`src/rtl/ddr2_read_return_if.sv`:
```
// Read-issue, capture-buffer and return-stream signals of the DDR2 read-return sequencer.
// The slave side is the sequencer; the master side is the issue path, capture buffer and return sink.
interface ddr2_read_return_if #(
    parameter int TAG_W = 4
);
    logic             rd_issue_valid;
    logic [TAG_W-1:0] rd_issue_tag;
    logic             rd_issue_ready;
    logic             listen;
    logic [2:0]       read_ptr;
    logic [15:0]      buf_dout;
    logic             rd_valid;
    logic             rd_ready;
    logic [15:0]      rd_data;
    logic [TAG_W-1:0] rd_tag;
    logic             rd_last;
    logic             overrun;
    logic             busy;

    modport master (
        output rd_issue_valid, rd_issue_tag, buf_dout, rd_ready,
        input  rd_issue_ready, listen, read_ptr, rd_valid, rd_data, rd_tag, rd_last, overrun, busy
    );

    modport slave (
        input  rd_issue_valid, rd_issue_tag, buf_dout, rd_ready,
        output rd_issue_ready, listen, read_ptr, rd_valid, rd_data, rd_tag, rd_last, overrun, busy
    );
endinterface

```
`src/rtl/ddr2_read_return.sv`:
```
// DDR2 read-return sequencer: times the capture-buffer listen pulse after each read issue,
// then drains the 8 captured beats into a tagged valid/ready stream.
module ddr2_read_return #(
    parameter int READ_LAT = 5,
    parameter int TAG_W    = 4
) (
    input  logic               clk,
    input  logic               reset,
    ddr2_read_return_if.slave  bus
);
    typedef logic [TAG_W-1:0] tag_t;

    logic [2:0]          space_q, space_d;
    logic [READ_LAT-1:0] dly_vld_q, dly_vld_d;
    tag_t                dly_tag_q [READ_LAT];
    tag_t                dly_tag_d [READ_LAT];
    logic                cap_active_q, cap_active_d;
    logic [2:0]          cap_idx_q, cap_idx_d;
    tag_t                cap_tag_q, cap_tag_d;
    logic                drn_active_q, drn_active_d;
    logic [2:0]          drn_idx_q, drn_idx_d;
    tag_t                drn_tag_q, drn_tag_d;
    logic                overrun_q, overrun_d;

    logic       ready_s;
    logic       accept_s;
    logic       listen_s;
    logic       xfer_s;
    logic       cap_edge_s;
    logic [2:0] cap_slot_s;
    logic       handoff_s;
    logic       ovr_s;

    assign ready_s    = !reset && (space_q == 3'd0);
    assign accept_s   = bus.rd_issue_valid && ready_s;
    assign listen_s   = dly_vld_q[READ_LAT-1];
    assign xfer_s     = drn_active_q && bus.rd_ready;
    // The slot written at the coming edge: 0 on the listen cycle, then cap_idx+1.
    assign cap_edge_s = listen_s || cap_active_q;
    assign cap_slot_s = listen_s ? 3'd0 : (cap_idx_q + 3'd1);
    assign handoff_s  = cap_active_q && (cap_idx_q == 3'd6);
    assign ovr_s      = cap_edge_s && drn_active_q &&
                        ((drn_idx_q < cap_slot_s) || ((drn_idx_q == cap_slot_s) && !xfer_s));

    // Issue spacing counter and the issue-to-listen delay line.
    always_comb begin
        space_d = space_q;
        if (accept_s) begin
            space_d = 3'd7;
        end else if (space_q != 3'd0) begin
            space_d = space_q - 3'd1;
        end else begin
            space_d = space_q;
        end
        dly_vld_d    = '0;
        dly_vld_d[0] = accept_s;
        dly_tag_d[0] = bus.rd_issue_tag;
        for (int i = 1; i < READ_LAT; i++) begin
            dly_vld_d[i] = dly_vld_q[i-1];
            dly_tag_d[i] = dly_tag_q[i-1];
        end
    end

    // Capture tracking and drain state, including overrun flush and handoff.
    always_comb begin
        cap_active_d = cap_active_q;
        cap_idx_d    = cap_idx_q;
        cap_tag_d    = cap_tag_q;
        if (listen_s) begin
            cap_active_d = 1'b1;
            cap_idx_d    = 3'd0;
            cap_tag_d    = dly_tag_q[READ_LAT-1];
        end else if (cap_active_q) begin
            cap_idx_d = cap_idx_q + 3'd1;
            if (cap_idx_q == 3'd6) begin
                cap_active_d = 1'b0;
            end else begin
                cap_active_d = 1'b1;
            end
        end else begin
            cap_active_d = 1'b0;
        end

        drn_active_d = drn_active_q;
        drn_idx_d    = drn_idx_q;
        drn_tag_d    = drn_tag_q;
        if (xfer_s) begin
            drn_idx_d = drn_idx_q + 3'd1;
            if (drn_idx_q == 3'd7) begin
                drn_active_d = 1'b0;
            end else begin
                drn_active_d = drn_active_q;
            end
        end else begin
            drn_idx_d = drn_idx_q;
        end
        // A stale burst is discarded; a handoff on the same edge still loads the new one.
        if (ovr_s) begin
            drn_active_d = 1'b0;
        end else begin
            drn_active_d = drn_active_d;
        end
        if (handoff_s) begin
            drn_active_d = 1'b1;
            drn_idx_d    = 3'd0;
            drn_tag_d    = cap_tag_q;
        end else begin
            drn_tag_d = drn_tag_q;
        end
        overrun_d = ovr_s;
    end

    // State registers with synchronous reset.
    always_ff @(posedge clk) begin
        if (reset) begin
            space_q      <= 3'd0;
            dly_vld_q    <= '0;
            for (int i = 0; i < READ_LAT; i++) begin
                dly_tag_q[i] <= '0;
            end
            cap_active_q <= 1'b0;
            cap_idx_q    <= 3'd0;
            cap_tag_q    <= '0;
            drn_active_q <= 1'b0;
            drn_idx_q    <= 3'd0;
            drn_tag_q    <= '0;
            overrun_q    <= 1'b0;
        end else begin
            space_q      <= space_d;
            dly_vld_q    <= dly_vld_d;
            for (int i = 0; i < READ_LAT; i++) begin
                dly_tag_q[i] <= dly_tag_d[i];
            end
            cap_active_q <= cap_active_d;
            cap_idx_q    <= cap_idx_d;
            cap_tag_q    <= cap_tag_d;
            drn_active_q <= drn_active_d;
            drn_idx_q    <= drn_idx_d;
            drn_tag_q    <= drn_tag_d;
            overrun_q    <= overrun_d;
        end
    end

    assign bus.rd_issue_ready = ready_s;
    assign bus.listen         = listen_s;
    assign bus.read_ptr       = drn_active_q ? drn_idx_q : 3'd0;
    assign bus.rd_valid       = drn_active_q;
    assign bus.rd_data        = bus.buf_dout;
    assign bus.rd_tag         = drn_tag_q;
    assign bus.rd_last        = drn_active_q && (drn_idx_q == 3'd7);
    assign bus.overrun        = overrun_q;
    assign bus.busy           = (|dly_vld_q) || cap_active_q || drn_active_q;
endmodule

```
`src/flat_wrapper.sv`:
```
// flat-port wrapper written by rule: the top's interface ports become plain ports
module ddr2_read_return_flat 
#(
    parameter int READ_LAT = 5,
    parameter int TAG_W    = 4
)
  (clk, reset, bus_rd_issue_valid, bus_rd_issue_tag, bus_buf_dout, bus_rd_ready, bus_rd_issue_ready, bus_listen, bus_read_ptr, bus_rd_valid, bus_rd_data, bus_rd_tag, bus_rd_last, bus_overrun, bus_busy);
  ddr2_read_return_if #(.TAG_W(TAG_W)) bus_i ();
  input  logic clk;
  input  logic reset;
  input wire logic [$bits(bus_i.rd_issue_valid)-1:0] bus_rd_issue_valid;
  input wire logic [$bits(bus_i.rd_issue_tag)-1:0] bus_rd_issue_tag;
  input wire logic [$bits(bus_i.buf_dout)-1:0] bus_buf_dout;
  input wire logic [$bits(bus_i.rd_ready)-1:0] bus_rd_ready;
  output wire logic [$bits(bus_i.rd_issue_ready)-1:0] bus_rd_issue_ready;
  output wire logic [$bits(bus_i.listen)-1:0] bus_listen;
  output wire logic [$bits(bus_i.read_ptr)-1:0] bus_read_ptr;
  output wire logic [$bits(bus_i.rd_valid)-1:0] bus_rd_valid;
  output wire logic [$bits(bus_i.rd_data)-1:0] bus_rd_data;
  output wire logic [$bits(bus_i.rd_tag)-1:0] bus_rd_tag;
  output wire logic [$bits(bus_i.rd_last)-1:0] bus_rd_last;
  output wire logic [$bits(bus_i.overrun)-1:0] bus_overrun;
  output wire logic [$bits(bus_i.busy)-1:0] bus_busy;
  assign bus_i.rd_issue_valid = bus_rd_issue_valid;
  assign bus_i.rd_issue_tag = bus_rd_issue_tag;
  assign bus_i.buf_dout = bus_buf_dout;
  assign bus_i.rd_ready = bus_rd_ready;
  assign bus_rd_issue_ready = bus_i.rd_issue_ready;
  assign bus_listen = bus_i.listen;
  assign bus_read_ptr = bus_i.read_ptr;
  assign bus_rd_valid = bus_i.rd_valid;
  assign bus_rd_data = bus_i.rd_data;
  assign bus_rd_tag = bus_i.rd_tag;
  assign bus_rd_last = bus_i.rd_last;
  assign bus_overrun = bus_i.overrun;
  assign bus_busy = bus_i.busy;
  ddr2_read_return #(.READ_LAT(READ_LAT), .TAG_W(TAG_W)) u_core (.clk(clk), .reset(reset), .bus(bus_i));
endmodule
```
`config.mk`:
```
export PLATFORM = sky130hd
export DESIGN_NAME = ddr2_read_return_flat
export DESIGN_NICKNAME = d
export VERILOG_FILES = /design/src/rtl/ddr2_read_return_if.sv /design/src/rtl/ddr2_read_return.sv /design/src/flat_wrapper.sv
export SDC_FILE = /design/constraint.sdc
export NUM_CORES = 1
export LEC_CHECK = 0
export ABC_AREA = 0
export CAP_MARGIN = 20
export CORE_MARGIN = 8
export CORE_UTILIZATION = 45
export CTS_BUF_LIST = sky130_fd_sc_hd__clkbuf_16
export CTS_CLUSTER_DIAMETER = 150
export DETAILED_ROUTE_END_ITERATION = 7
export DONT_BUFFER_PORTS = 1
export MAX_ROUTING_LAYER = met4
export PLACE_DENSITY = 0.57
export SKIP_LAST_GASP = 1
export SLEW_MARGIN = 25
export SYNTH_ARGS = -nofsm -noshare
export SYNTH_HDL_FRONTEND = slang
export SYNTH_SLANG_ARGS = --single-unit
```
`constraint.sdc`:
```
create_clock -name clk -period 3.69 [get_ports clk]
set_clock_uncertainty 0.2 [all_clocks]
set_input_delay 1.107 -clock clk [delete_from_list [all_inputs] [get_ports clk]]
set_output_delay 1.107 -clock clk [all_outputs]
set_load 0.01 [all_outputs]
```
==> qor.tcl <==
set qor(yosys_register_bits) 45
set qor(syn-mean-instance-area_um2) 10.20
set qor(port_buffers) 0
set qor(core_area_um2) 3943
set qor(timing.critical_path.max_delay_family) {simple AND/OR/NAND/NOR gates}
set qor(p_leak_uw) 0.0007333
set qor(worstSetupStartpoint) {reset}
set qor(largest_stage_delay_on_the_critical_path_ns) 0.21
set qor(worst_slew_pin_slew_ns) 0.6125
set qor(vdd.ir_drop.worst_uv) 379.8
set qor(path_max_fanout) 45
set qor(layoutNonFillerInstCount) 210
set qor(critical_path_required_ns) 2.38
set qor(pin_count_of_the_biggest_net_entering_global_routing) 46
set qor(slew_limit_fails) 0
set qor(synth_cell_types) 33
set qor(tritoncts) {done}
set qor(hpwlAfterDp_um) 1798
set qor(grt_first_pass_wirelength_um) 4250
set qor(clock_tree.htree_level_count) 2
set qor(dieWidth_um) 79.34
set qor(boundaryPins) 53
set qor(ys_warn_count) 0
set qor(fin_crit_share_pct) 71.32
set qor(post_cts_resize_count) 0
set qor(run_status) {finished, final reports clean}
set qor(clkPwrFrac_pct) 43.3
set qor(final_sum_of_negative_setup_slack_ns) 0
set qor(p_sw_uw) 223.6
set qor(post-cts-setup-buffers) 0
set qor(clk_root_buffer_cell) {sky130_fd_sc_hd__clkbuf_16}
set qor(rsz_0062_raised_after_global_routing) {false}
set qor(clock.fmax_ghz) 0.3800
set qor(viasPerCell) 4.871
set qor(ys_seq_area_share_pct) 49.90
set qor(criticalPathCategory) {in2out}
set qor(totalWireLength_um) 2550
set qor(syn_inst) 177
set qor(dpl_worst_slack_ns) 1.054
set qor(worst_r2r_startpoint) {u_core.cap_idx_q[0]$_SDFFE_PP0P_}
set qor(finalCriticalPeriod_ns) 2.632
set qor(setup_viol_count_final) 0
set qor(critPathSlowestCell) {sky130_fd_sc_hd__nor2_1}
set qor(worst_skew_pair_later_pin_latency_ns) 0.28
set qor(dpl.cell_count) 203
set qor(grt_use_total_pct) 9.060
set qor(worst_setup_sp_type) {input port}
set qor(nets) 193
set qor(placed_cell_area_um2) 1683
set qor(fin_area_um2) 1843
set qor(tritoncts.num_buffers) 5
set qor(powerDensity_nw_per_um2) 596.3
set qor(drcViolationCount) 0
set qor(bufs_on_longest_clock_path) 2
set qor(dieHeight_um) 79.34
set qor(hold_buffers) 0
set qor(grt-ovfl-total) 0
set qor(diodes) 0
set qor(die_outline_area_um2) 6295
set qor(crit_path_to) {bus_rd_issue_ready}
set qor(tritoncts_num_sinks) 45
set qor(maxCapViolCount) 0
set qor(worstReg2RegEnd) {u_core.bus.rd_valid$_SDFFE_PP0P_}
set qor(power.share.sequential_pct) 47.8
set qor(ff2ff_path_depth) 8
set qor(worst_rel_slew_slack_pct) 59.11
set qor(cp.depth) 1
set qor(route.detailed.wl_per_inst_um) 12.14
set qor(path_buf_inv) 0
set qor(floorplan.initialDensity_pct) 45.79
set qor(grt_antenna_before_repair) 0
set qor(synth.top_cells.by_area) {sky130_fd_sc_hd__dfxtp_1, sky130_fd_sc_hd__nor2b_1, sky130_fd_sc_hd__buf_4, sky130_fd_sc_hd__ha_1, sky130_fd_sc_hd__mux2i_1}
set qor(comb_power_share_pct) 9.0
set qor(reg2reg_slack_ns) 1.61
set qor(synth_top_cell_area_share_pct) 49.90
set qor(final.hold.worst_slack_ns) 0.2318
set qor(vias) 1023
set qor(timing_hold_violations_final) 0
set qor(internal-power_uw) 875.4
set qor(setup_slack_ns) 1.058
set qor(layout-drive-gt1-share_pct) 9.375
set qor(grt_pass1_vias) 931
set qor(switching_share_pct) 20.34
set qor(timing.critical_path.arrival_ns) 1.32
set qor(drt-pass1-iter-count) 4
set qor(place_congestion) 0.6632
set qor(synth_nets) 210
set qor(initialDrtViolationCount) 56
set qor(setup.worst_path.end_class) {primary output}
set qor(clkSlewWorstSetupHoldPaths_ns) 0.05
set qor(antenna_violating_nets_post_route) 0
set qor(hold_path_class) {reg2reg}
set qor(critical_path.cell_chain) {nor2_1}
set qor(synthToLayoutAreaGrowth_pct) 2.079
set qor(syn_area_um2) 1805
set qor(fp-row-count) 23
set qor(synth_top_cell_by_area) {sky130_fd_sc_hd__dfxtp_1}
-- state kept, by name, indices dropped and copies added, names as in the netlist --
register,count
u_core.dly_tag_q,20
u_core.dly_vld_q,5
u_core.bus.rd_tag,4
u_core.cap_tag_q,4
u_core.cap_idx_q,3
u_core.drn_idx_q,3
u_core.space_q,3
u_core.bus.overrun,1
u_core.bus.rd_valid,1
u_core.cap_active_q,1
-- synthesized netlist by cell type --
| master | count |
|---|---|
| sky130_fd_sc_hd__o21ai_1 | 1 |
| sky130_fd_sc_hd__ha_1 | 9 |
| sky130_fd_sc_hd__nand2_1 | 13 |
| sky130_fd_sc_hd__nor2_1 | 10 |
| sky130_fd_sc_hd__a211oi_2 | 2 |
| sky130_fd_sc_hd__nand3_1 | 1 |
| sky130_fd_sc_hd__dfxtp_1 | 45 |
| sky130_fd_sc_hd__buf_4 | 16 |
| sky130_fd_sc_hd__a21oi_1 | 7 |
| sky130_fd_sc_hd__or2_2 | 1 |
| sky130_fd_sc_hd__inv_1 | 4 |
| sky130_fd_sc_hd__nand4_2 | 1 |
| sky130_fd_sc_hd__and2_1 | 5 |
| sky130_fd_sc_hd__clkbuf_1 | 2 |
| sky130_fd_sc_hd__and2b_1 | 2 |
| sky130_fd_sc_hd__and3_1 | 1 |
| sky130_fd_sc_hd__buf_6 | 3 |
| sky130_fd_sc_hd__xnor2_1 | 2 |
| sky130_fd_sc_hd__nor3_2 | 1 |
| sky130_fd_sc_hd__a2111oi_0 | 1 |
| sky130_fd_sc_hd__nor4_1 | 1 |
| sky130_fd_sc_hd__clkbuf_8 | 1 |
| sky130_fd_sc_hd__a211oi_1 | 4 |
| sky130_fd_sc_hd__buf_2 | 2 |
| sky130_fd_sc_hd__nand2_2 | 1 |
| sky130_fd_sc_hd__mux2i_1 | 6 |
| sky130_fd_sc_hd__o21ai_0 | 1 |
| sky130_fd_sc_hd__nand2b_4 | 1 |
| sky130_fd_sc_hd__xor2_1 | 2 |
| sky130_fd_sc_hd__or2_4 | 1 |
| sky130_fd_sc_hd__nor2b_1 | 23 |
| sky130_fd_sc_hd__nor3_1 | 6 |
| sky130_fd_sc_hd__nand2b_1 | 1 |
-- metal layers --
| layer | up-vias | share of wire (%) | wire, um | GRT usage (%) |
|---|---|---|---|---|
| met3 | 4 | 8.3 | 211 | 4.402 |
| li1 | 526 | - | - | - |
| met5 | - | 0 | 0 | - |
| met1 | 461 | 43 | 1099 | 9.293 |
| met2 | 32 | 47 | 1191 | 13.15 |
| met4 | 0 | 1.8 | 47 | 6.852 |
-- cell families after synthesis --
family / count (synthesis) / synth area share (%)
buf+inv: 28 / 11.09
simple gates: 69 / 21.48
mux: 6 / 3.327
xor+xnor: 4 / 1.941
fa+ha+maj: 9 / 6.237
compound gates: 16 / 6.028
flops: 45 / 49.90
-- stage by stage --
step                      utilization [%]  total power (uW)
after floorplan                         -             645.8
after global placement              42.68             629.1
after detailed placement            42.68             636.7
after CTS                           46.75              1121
after global routing                46.75              1151
final                               46.75              1099
-- layout by cell type (no fill, tap or decap), types with 2 or more instances in the layout --
cell / count
sky130_fd_sc_hd__dfxtp_1: 45
sky130_fd_sc_hd__nor2b_1: 23
sky130_fd_sc_hd__nand2_1: 13
sky130_fd_sc_hd__nor2_1: 10
sky130_fd_sc_hd__ha_1: 9
sky130_fd_sc_hd__a21oi_1: 7
sky130_fd_sc_hd__nor3_1: 6
sky130_fd_sc_hd__mux2i_1: 6
sky130_fd_sc_hd__and2_1: 5
sky130_fd_sc_hd__clkbuf_16: 5
sky130_fd_sc_hd__inv_1: 4
sky130_fd_sc_hd__a211oi_1: 4
sky130_fd_sc_hd__xor2_1: 2
sky130_fd_sc_hd__xnor2_1: 2
sky130_fd_sc_hd__a211oi_2: 2
sky130_fd_sc_hd__and2b_1: 2
-- how the worst min path moves through the flow --
| stage | startpoint | end | slack (ns) | depth (start not counted) |
|---|---|---|---|---|
| 2_1_floorplan | u_core.dly_tag_q[0][0]$_SDFF_PP0_ | u_core.dly_tag_q[1][0]$_SDFF_PP0_ | 0.21 | 1 |
| 3_3_place_gp | u_core.dly_tag_q[0][0]$_SDFF_PP0_ | u_core.dly_tag_q[1][0]$_SDFF_PP0_ | 0.21 | 1 |
| 3_5_place_dp | u_core.dly_tag_q[2][3]$_SDFF_PP0_ | u_core.dly_tag_q[3][3]$_SDFF_PP0_ | 0.22 | 1 |
| 4_1_cts | u_core.dly_tag_q[2][3]$_SDFF_PP0_ | u_core.dly_tag_q[3][3]$_SDFF_PP0_ | 0.23 | 1 |
| 5_1_grt | u_core.dly_tag_q[3][0]$_SDFF_PP0_ | u_core.dly_tag_q[4][0]$_SDFF_PP0_ | 0.25 | 1 |
| 6_report | u_core.dly_tag_q[2][1]$_SDFF_PP0_ | u_core.dly_tag_q[3][1]$_SDFF_PP0_ | 0.23 | 1 |
-- final cells by class --
cell class	instances	area [um2]
fillers	351	2100
flip-flops and latches	45	900.9
multi-input cells	104	704.4
clock buffers	5	125.1
well taps	50	62.56
clock inverters	2	35.03
inverters	4	15.01
-- power by group through the flow --
stage | registers, uW | logic, uW | clock network [uW]
final | 525 | 98.5 | 476
after global placement | 534 | 94.9 | 0
after global routing | 528 | 111 | 512
after detailed placement | 535 | 102 | 0
after CTS | 525 | 102 | 494
after floorplan | 531 | 114 | 0
Note: power is estimated with default switching activity, not from simulation.
